[src/rtl/conv3d_engine.sv]
// ---------------------------------------------------------------------------
// conv3d_engine
//   Multi-channel 2-D convolution engine. A job loads a full image and all
//   filter weights over two independent valid/ready streams, then produces
//   one result per (window row, window column, filter), evaluating one kernel
//   tap (all channels in parallel) per cycle.
//
//   Optional feature macro: CONV3D_RELU_EN -- when defined, every result is
//   clamped at zero (ReLU); otherwise the raw signed accumulator is output.
//
// Ports
//   clk        in   rising-edge clock
//   rst_n      in   asynchronous active-low reset
//   start      in   one-cycle pulse, begins a job when idle
//   pix_valid  in   pixel stream valid
//   pix_ready  out  pixel stream ready (high in LOAD until all pixels taken)
//   pix_in     in   one pixel, channel c at [c*DW +: DW]
//   wt_valid   in   weight stream valid
//   wt_ready   out  weight stream ready (high in LOAD until all taps taken)
//   wt_in      in   one kernel tap, same channel packing as pix_in
//   y_valid    out  result valid
//   y_ready    in   result ready
//   y          out  signed result, ACC_W bits
//   busy       out  high whenever not idle
//   done       out  one-cycle pulse after the last result is accepted
// ---------------------------------------------------------------------------
module conv3d_engine #(
    parameter int IMG_W  = 8,
    parameter int IMG_H  = 8,
    parameter int K      = 3,
    parameter int CH     = 3,
    parameter int NF     = 2,
    parameter int STRIDE = 1,
    parameter int DW     = 8,
    parameter int ACC_W  = 32
) (
    input  logic                    clk,
    input  logic                    rst_n,
    input  logic                    start,
    input  logic                    pix_valid,
    output logic                    pix_ready,
    input  logic [CH*DW-1:0]        pix_in,
    input  logic                    wt_valid,
    output logic                    wt_ready,
    input  logic [CH*DW-1:0]        wt_in,
    output logic                    y_valid,
    input  logic                    y_ready,
    output logic signed [ACC_W-1:0] y,
    output logic                    busy,
    output logic                    done
);

    localparam int NPIX = IMG_W * IMG_H;
    localparam int NWT  = NF * K * K;
    localparam int OW   = (IMG_W - K) / STRIDE + 1;
    localparam int OH   = (IMG_H - K) / STRIDE + 1;
    localparam int PAI  = (NPIX > 1) ? $clog2(NPIX) : 1;
    localparam int WAI  = (NWT > 1) ? $clog2(NWT) : 1;
    localparam int XW   = $clog2(IMG_W + 1);
    localparam int YW   = $clog2(IMG_H + 1);
    localparam int KW   = $clog2(K + 1);
    localparam int FW   = (NF > 1) ? $clog2(NF) : 1;

    typedef enum logic [1:0] {
        S_IDLE = 2'd0,
        S_LOAD = 2'd1,
        S_CALC = 2'd2,
        S_OUT  = 2'd3
    } state_t;

    state_t                  state_q;
    logic [PAI-1:0]          pix_ptr_q;
    logic [WAI-1:0]          wt_ptr_q;
    logic                    pix_ready_q;
    logic                    wt_ready_q;
    logic [KW-1:0]           kr_q;
    logic [KW-1:0]           kc_q;
    logic [XW-1:0]           wc_q;
    logic [YW-1:0]           wr_q;
    logic [FW-1:0]           f_q;
    logic signed [ACC_W-1:0] acc_q;
    logic signed [ACC_W-1:0] y_q;
    logic                    y_valid_q;
    logic                    busy_q;
    logic                    done_q;

    logic [CH*DW-1:0]        pix_mem [NPIX];
    logic [CH*DW-1:0]        wt_mem  [NWT];

    logic [PAI-1:0]          pix_raddr_s;
    logic [WAI-1:0]          wt_raddr_s;
    logic [CH*DW-1:0]        pix_rd_s;
    logic [CH*DW-1:0]        wt_rd_s;
    logic signed [ACC_W-1:0] tap_sum_s;
    logic signed [ACC_W-1:0] acc_d;
    logic signed [ACC_W-1:0] y_d;
    logic                    last_f_s;
    logic                    last_c_s;
    logic                    last_r_s;

    assign pix_ready = pix_ready_q;
    assign wt_ready  = wt_ready_q;
    assign y_valid   = y_valid_q;
    assign y         = y_q;
    assign busy      = busy_q;
    assign done      = done_q;

    // Read addresses for the current window origin plus kernel tap offset.
    assign pix_raddr_s = PAI'((32'(wr_q) + 32'(kr_q)) * 32'(IMG_W) + 32'(wc_q) + 32'(kc_q));
    assign wt_raddr_s  = WAI'(32'(f_q) * 32'(K * K) + 32'(kr_q) * 32'(K) + 32'(kc_q));
    assign pix_rd_s    = pix_mem[pix_raddr_s];
    assign wt_rd_s     = wt_mem[wt_raddr_s];

    assign last_f_s = (f_q == FW'(NF - 1));
    assign last_c_s = (wc_q == XW'((OW - 1) * STRIDE));
    assign last_r_s = (wr_q == YW'((OH - 1) * STRIDE));

    // Channel-parallel dot product for one tap; products sign-extend, sum wraps.
    always_comb begin
        tap_sum_s = {ACC_W{1'b0}};
        for (int c = 0; c < CH; c++) begin
            tap_sum_s = tap_sum_s
                      + ACC_W'($signed(pix_rd_s[c*DW +: DW]) * $signed(wt_rd_s[c*DW +: DW]));
        end
        acc_d = acc_q + tap_sum_s;
    end

    // Output transform applied to the final accumulator value.
    always_comb begin
`ifdef CONV3D_RELU_EN
        if (acc_d[ACC_W-1]) begin
            y_d = {ACC_W{1'b0}};
        end else begin
            y_d = acc_d;
        end
`else
        y_d = acc_d;
`endif
    end

    // Image and weight storage; contents survive reset since every job reloads them.
    always_ff @(posedge clk) begin
        if (pix_ready_q && pix_valid) begin
            pix_mem[pix_ptr_q] <= pix_in;
        end
        if (wt_ready_q && wt_valid) begin
            wt_mem[wt_ptr_q] <= wt_in;
        end
    end

    // Control FSM with all outputs registered.
    always_ff @(posedge clk or negedge rst_n) begin
        if (!rst_n) begin
            state_q     <= S_IDLE;
            pix_ptr_q   <= '0;
            wt_ptr_q    <= '0;
            pix_ready_q <= 1'b0;
            wt_ready_q  <= 1'b0;
            kr_q        <= '0;
            kc_q        <= '0;
            wc_q        <= '0;
            wr_q        <= '0;
            f_q         <= '0;
            acc_q       <= {ACC_W{1'b0}};
            y_q         <= {ACC_W{1'b0}};
            y_valid_q   <= 1'b0;
            busy_q      <= 1'b0;
            done_q      <= 1'b0;
        end else begin
            done_q <= 1'b0;
            case (state_q)
                S_IDLE: begin
                    if (start) begin
                        state_q     <= S_LOAD;
                        pix_ptr_q   <= '0;
                        wt_ptr_q    <= '0;
                        pix_ready_q <= 1'b1;
                        wt_ready_q  <= 1'b1;
                        busy_q      <= 1'b1;
                    end
                end
                S_LOAD: begin
                    // Each ready drops on its own final beat; the streams are independent.
                    if (pix_ready_q && pix_valid) begin
                        if (pix_ptr_q == PAI'(NPIX - 1)) begin
                            pix_ready_q <= 1'b0;
                        end else begin
                            pix_ptr_q <= pix_ptr_q + PAI'(1);
                        end
                    end
                    if (wt_ready_q && wt_valid) begin
                        if (wt_ptr_q == WAI'(NWT - 1)) begin
                            wt_ready_q <= 1'b0;
                        end else begin
                            wt_ptr_q <= wt_ptr_q + WAI'(1);
                        end
                    end
                    if (!pix_ready_q && !wt_ready_q) begin
                        state_q <= S_CALC;
                        acc_q   <= {ACC_W{1'b0}};
                        kr_q    <= '0;
                        kc_q    <= '0;
                        wc_q    <= '0;
                        wr_q    <= '0;
                        f_q     <= '0;
                    end
                end
                S_CALC: begin
                    acc_q <= acc_d;
                    if (kc_q == KW'(K - 1)) begin
                        kc_q <= '0;
                        if (kr_q == KW'(K - 1)) begin
                            kr_q      <= '0;
                            state_q   <= S_OUT;
                            y_q       <= y_d;
                            y_valid_q <= 1'b1;
                        end else begin
                            kr_q <= kr_q + KW'(1);
                        end
                    end else begin
                        kc_q <= kc_q + KW'(1);
                    end
                end
                S_OUT: begin
                    if (y_ready) begin
                        y_valid_q <= 1'b0;
                        acc_q     <= {ACC_W{1'b0}};
                        state_q   <= S_CALC;
                        // Filter is the fastest index, then column, then row.
                        if (!last_f_s) begin
                            f_q <= f_q + FW'(1);
                        end else begin
                            f_q <= '0;
                            if (!last_c_s) begin
                                wc_q <= wc_q + XW'(STRIDE);
                            end else begin
                                wc_q <= '0;
                                if (!last_r_s) begin
                                    wr_q <= wr_q + YW'(STRIDE);
                                end else begin
                                    wr_q    <= '0;
                                    state_q <= S_IDLE;
                                    busy_q  <= 1'b0;
                                    done_q  <= 1'b1;
                                end
                            end
                        end
                    end
                end
                default: begin
                    state_q     <= S_IDLE;
                    pix_ready_q <= 1'b0;
                    wt_ready_q  <= 1'b0;
                    y_valid_q   <= 1'b0;
                    busy_q      <= 1'b0;
                end
            endcase
        end
    end

endmodule

[config.mk]
export PLATFORM = sky130hd
export DESIGN_NAME = conv3d_engine
export DESIGN_NICKNAME = d
export VERILOG_FILES = /design/src/rtl/conv3d_engine.sv
export SDC_FILE = /design/constraint.sdc
export NUM_CORES = 2
export LEC_CHECK = 0
export BUFFER_PORTS_ARGS = -buffer_cell sky130_fd_sc_hd__buf_2
export CAP_MARGIN = 0
export CORE_ASPECT_RATIO = 1.5
export CORE_UTILIZATION = 57
export DETAILED_ROUTE_END_ITERATION = 6
export GPL_TIMING_DRIVEN = 0
export MAX_ROUTING_LAYER = met4
export PLACE_DENSITY = 0.76
export SYNTH_ARGS = -nofsm -noshare
export SYNTH_HDL_FRONTEND = slang
export SYNTH_SLANG_ARGS = --single-unit
[constraint.sdc]
create_clock -name clk -period 9.12 [get_ports clk]
set_input_delay 1.368 -clock clk [delete_from_list [all_inputs] [get_ports clk]]
set_output_delay 1.368 -clock clk [all_outputs]
set_load 0.005 [all_outputs]
==> flow_results.xml <==
<?xml version="1.0" encoding="UTF-8"?>
<metrics>
  <group name="run_status">
    <metric name="status" unit="">finished with violations</metric>
    <metric name="violations" unit="">DRC, setup timing</metric>
  </group>
  <group name="synth">
    <metric name="yosysUniqueCellTypes" unit="">61</metric>
    <metric name="async_reset_ff_share" unit="%">4.60</metric>
    <metric name="synthCells" unit="">4697</metric>
    <metric name="number_of_enable_flip_flop_cells_after_synthesis" unit="">1968</metric>
    <metric name="post_synth_fa_ha_maj_area_fraction" unit="%">9.03</metric>
    <metric name="synth.mux.area_fraction" unit="%">15.6</metric>
    <metric name="post-synth-top-area-cell" unit="">edfxtp_1</metric>
    <metric name="sequential_share_of_the_synthesized_area" unit="%">67.5</metric>
    <metric name="synthSimpleGateAreaFrac" unit="%">2.85</metric>
    <metric name="synth_compound_area_share" unit="%">1.78</metric>
    <metric name="main_combinational_cell_family_by_area_after_synthesis" unit="">multiplexers</metric>
    <metric name="mappedNetlistArea" unit="sq mm">0.0910</metric>
    <metric name="synth_top_cell_area_share" unit="%">64.9</metric>
    <metric name="synthXorXnorAreaFrac" unit="%">0.433</metric>
    <metric name="mappedNetlistNets" unit="">5220</metric>
    <metric name="yosysWarnings" unit="">0</metric>
    <metric name="yosys_most_used_dff" unit="">edfxtp_1</metric>
    <metric name="postSynthRegisterBits" unit="">2063</metric>
    <metric name="avgSynthCellArea" unit="sq um">19.4</metric>
    <metric name="synth.area.top_cells" unit="">edfxtp_1 (65%), mux4_2 (15%), fa_1 (6.9%), dfrtp_1 (2.6%), ha_1 (2.1%)</metric>
  </group>
  <group name="detailed_routing">
    <metric name="drt-vias-per-instance" unit="">6.87</metric>
    <metric name="route.final.wire_length" unit="microns">280000</metric>
    <metric name="drtPass1Iterations" unit="">7</metric>
    <metric name="num_vias" unit="">51309</metric>
    <metric name="wl_per_cell" unit="microns">37.5</metric>
    <metric name="detail_route.iter0.violations" unit="">7691</metric>
    <metric name="postRouteAntennaNets" unit="">0</metric>
    <metric name="drc_errors" unit="">58</metric>
  </group>
  <group name="worst_setup_path">
    <metric name="worst_ep_required_time" unit="ps">9810</metric>
    <metric name="critPathArrivalTime" unit="ps">10370</metric>
    <metric name="rr_worst_depth" unit="">31</metric>
    <metric name="critical-path-slowest-cell" unit="">fa_2</metric>
    <metric name="cp-endpoint" unit="">acc_q[26]</metric>
    <metric name="endpoint_of_the_lowest_slack_register_to_register_path" unit="">acc_q[26]</metric>
    <metric name="crit_fanout" unit="">10</metric>
    <metric name="reg2reg_slack" unit="ps">-560</metric>
    <metric name="delay_of_the_slowest_critical_path_stage" unit="ps">620</metric>
    <metric name="startpoint_of_the_most_critical_setup_path" unit="">wc_q[0]</metric>
    <metric name="startpoint_type" unit="">flip-flop</metric>
    <metric name="crit_path_end_kind" unit="">flip-flop</metric>
    <metric name="timing.setup.critical_path_class" unit="">reg -&gt; reg</metric>
    <metric name="regToRegStartpoint" unit="">wc_q[0]</metric>
  </group>
  <group name="die">
    <metric name="die_x" unit="microns">328</metric>
    <metric name="floorplan.die_area" unit="sq mm">0.161</metric>
    <metric name="boundaryPins" unit="">91</metric>
    <metric name="core_area" unit="sq mm">0.159</metric>
    <metric name="num_rows" unit="">179</metric>
    <metric name="effective_utilization_at_floorplan" unit="%">57.4</metric>
    <metric name="die_h" unit="microns">491</metric>
  </group>
  <group name="global_route">
    <metric name="initial_antenna_violation_count" unit="">15</metric>
    <metric name="grt_start_max_net_pins" unit="">66</metric>
    <metric name="grtUsageMet2" unit="%">57.2</metric>
    <metric name="grt_most_used_layer" unit="">met2</metric>
    <metric name="first_global_vias" unit="">51937</metric>
    <metric name="globalRouteTotalUtil" unit="%">35.3</metric>
    <metric name="met1_usage" unit="%">37.9</metric>
    <metric name="use_met3" unit="%">8.40</metric>
    <metric name="grt_pass1_wl" unit="microns">379000</metric>
    <metric name="grt-ovfl-total" unit="">0</metric>
  </group>
  <group name="finish">
    <metric name="final_layout_size_suffix_gt1_share" unit="%">32.2</metric>
    <metric name="layout.nets" unit="">5744</metric>
    <metric name="finish.utilization" unit="%">67.4</metric>
    <metric name="most-common-layout-cells" unit="">edfxtp_1 (1968), mux4_2 (595), inv_1 (397)</metric>
    <metric name="area.growth.synth_to_final" unit="%">17.3</metric>
    <metric name="num-fill-cells" unit="">9461</metric>
    <metric name="mostFrequentLayoutCell" unit="">edfxtp_1</metric>
    <metric name="instances_no_fill" unit="">7469</metric>
  </group>
  <group name="clock_tree">
    <metric name="cts_htree_levels" unit="">4</metric>
    <metric name="postCtsHoldBufs" unit="">0</metric>
    <metric name="cts.sink_count" unit="">2063</metric>
    <metric name="worstSkewPairLatency" unit="ps">870</metric>
    <metric name="worst_setup_hold_path_clk_slew" unit="ps">70</metric>
    <metric name="cts_tree" unit="">built</metric>
    <metric name="clk_path_buf_depth" unit="">3</metric>
    <metric name="root_buffer" unit="">clkbuf_16</metric>
    <metric name="cts-buffers-inserted" unit="">180</metric>
  </group>
  <group name="placed_design">
    <metric name="place_hpwl" unit="microns">166000</metric>
    <metric name="port_buffers" unit="">90</metric>
    <metric name="place_congestion" unit="">0.905</metric>
    <metric name="placed_cells" unit="">6957</metric>
  </group>
  <group name="timing">
    <metric name="fin_worst_skew" unit="ps">41.9</metric>
    <metric name="max_clock_freq" unit="GHz">0.103</metric>
    <metric name="timing.slew.headroom" unit="%">3.57</metric>
    <metric name="setup_viol" unit="">40</metric>
    <metric name="totalNegativeSetupSlack" unit="ps">-12410</metric>
    <metric name="final_critical_path_setup_slack" unit="ps">-564</metric>
    <metric name="final_period_minus_worst_setup_slack" unit="ps">9680</metric>
    <metric name="rsz0062_at_grt" unit="">true</metric>
    <metric name="final_min_period_over_clock_period" unit="%">106</metric>
    <metric name="timing.final.hold_violations" unit="">0</metric>
    <metric name="drv_slew" unit="">0</metric>
    <metric name="worst-slew-pin-transition" unit="ps">1450</metric>
  </group>
  <group name="job">
    <metric name="drv_cap" unit="">0</metric>
  </group>
  <group name="min_path">
    <metric name="timing.hold.worst.class" unit="">in -&gt; async</metric>
  </group>
</metrics>
## final cells by class
cell class,count,area (sq um),area share [%]
sequential,2063,61500,57.6
multi-input combinational,2022,29300,27.4
clock buffer,225,4760,4.45
timing repair buffer,346,4080,3.82
tap,2081,2600,2.44
buffer,178,1970,1.85
inverter,430,1630,1.52
clock inverter,107,958,0.897
antenna,17,42.5,0.0398
## registers in the layout, indices dropped and copies added (netlist names), 2 cells and up
name	flops
wc_q	4
pix_mem	1536
kr_q	2
kc_q	2
y	32
pix_ptr_q	6
acc_q	32
state_q	2
wt_ptr_q	5
wt_mem	432
wr_q	4
## critical path: cells and delay by family (launching register included)
kind	cells	cell delay, ps
AND/OR/NAND/NOR	3	440
AO/OA/AOI/OAI	7	1680
buffers and inverters	9	1280
multiplexers	2	920
adder cells (fa/ha/maj)	10	4780
flip-flops	1	410
## logic make-up after synthesis
logic type / count (synthesis)
mux: 668
simple gates: 598
buf+inv: 613
compound gates: 241
flops: 2063
xor+xnor: 45
fa+ha+maj: 469
## Yosys cell counts, types with 5 or more instances
cell type / count
a211oi_1: 16
and3_1: 7
buf_1: 15
edfxtp_1: 1968
a31oi_1: 7
nand2_1: 214
or2_2: 10
and2_1: 26
nor2_1: 233
a21oi_2: 9
buf_2: 73
mux2i_1: 48
o21ai_1: 12
nand3_1: 27
dfrtp_1: 95
a311oi_1: 5
buf_4: 20
clkbuf_1: 63
inv_1: 430
mux4_2: 595
buf_6: 12
nor3_1: 11
mux2_2: 25
a22o_1: 27
o31ai_1: 8
a21oi_1: 50
a21o_1: 13
xnor2_1: 32
fa_1: 313
nand2b_1: 25
xor2_1: 13
nor2b_1: 28
ha_1: 156
o21a_1: 6
nand3b_1: 7
o21ai_0: 50
## stage by stage
step           hold WS (ps)  area (sq um)  setup WS (ps)
2_1_floorplan           436         91200           -171
3_3_place_gp            454         94300          -2710
3_5_place_dp            462         96800          -2490
4_1_cts                 452        105000           -320
5_1_grt                 481        107000           -600
6_report                467        107000           -564
## layer usage
metal  vias to the layer above  routed length [microns]  share of wire [%]
met2                      4453                   140000                 50
met5                         -                        0                  0
met3                      1321                    31200                 11
li1                      19239                        -                  -
met1                     26296                    83400                 30
met4                         0                    25400                9.1
## worst min-delay path by stage
stage | start | to | slack (ps) | depth (start not counted)
3_5_place_dp | y[8] | y[8] | 460 | 2
3_3_place_gp | y[0] | y[0] | 450 | 2
5_1_grt | rst_n | y[27] | 480 | 1
2_1_floorplan | wr_q[3] | wr_q[3] | 440 | 1
6_report | rst_n | y[22] | 470 | 1
4_1_cts | rst_n | acc_q[15] | 450 | 1
## timing repair
item,in CTS,in global routing
pin swaps,73,88
setup buffers,93,69
cloned,4,2
gates resized for setup,476,215
setup endpoints to repair,56,47
Power is not shown: default switching activity piles up to over one toggle a cycle in this logic, so the estimate is an artifact.
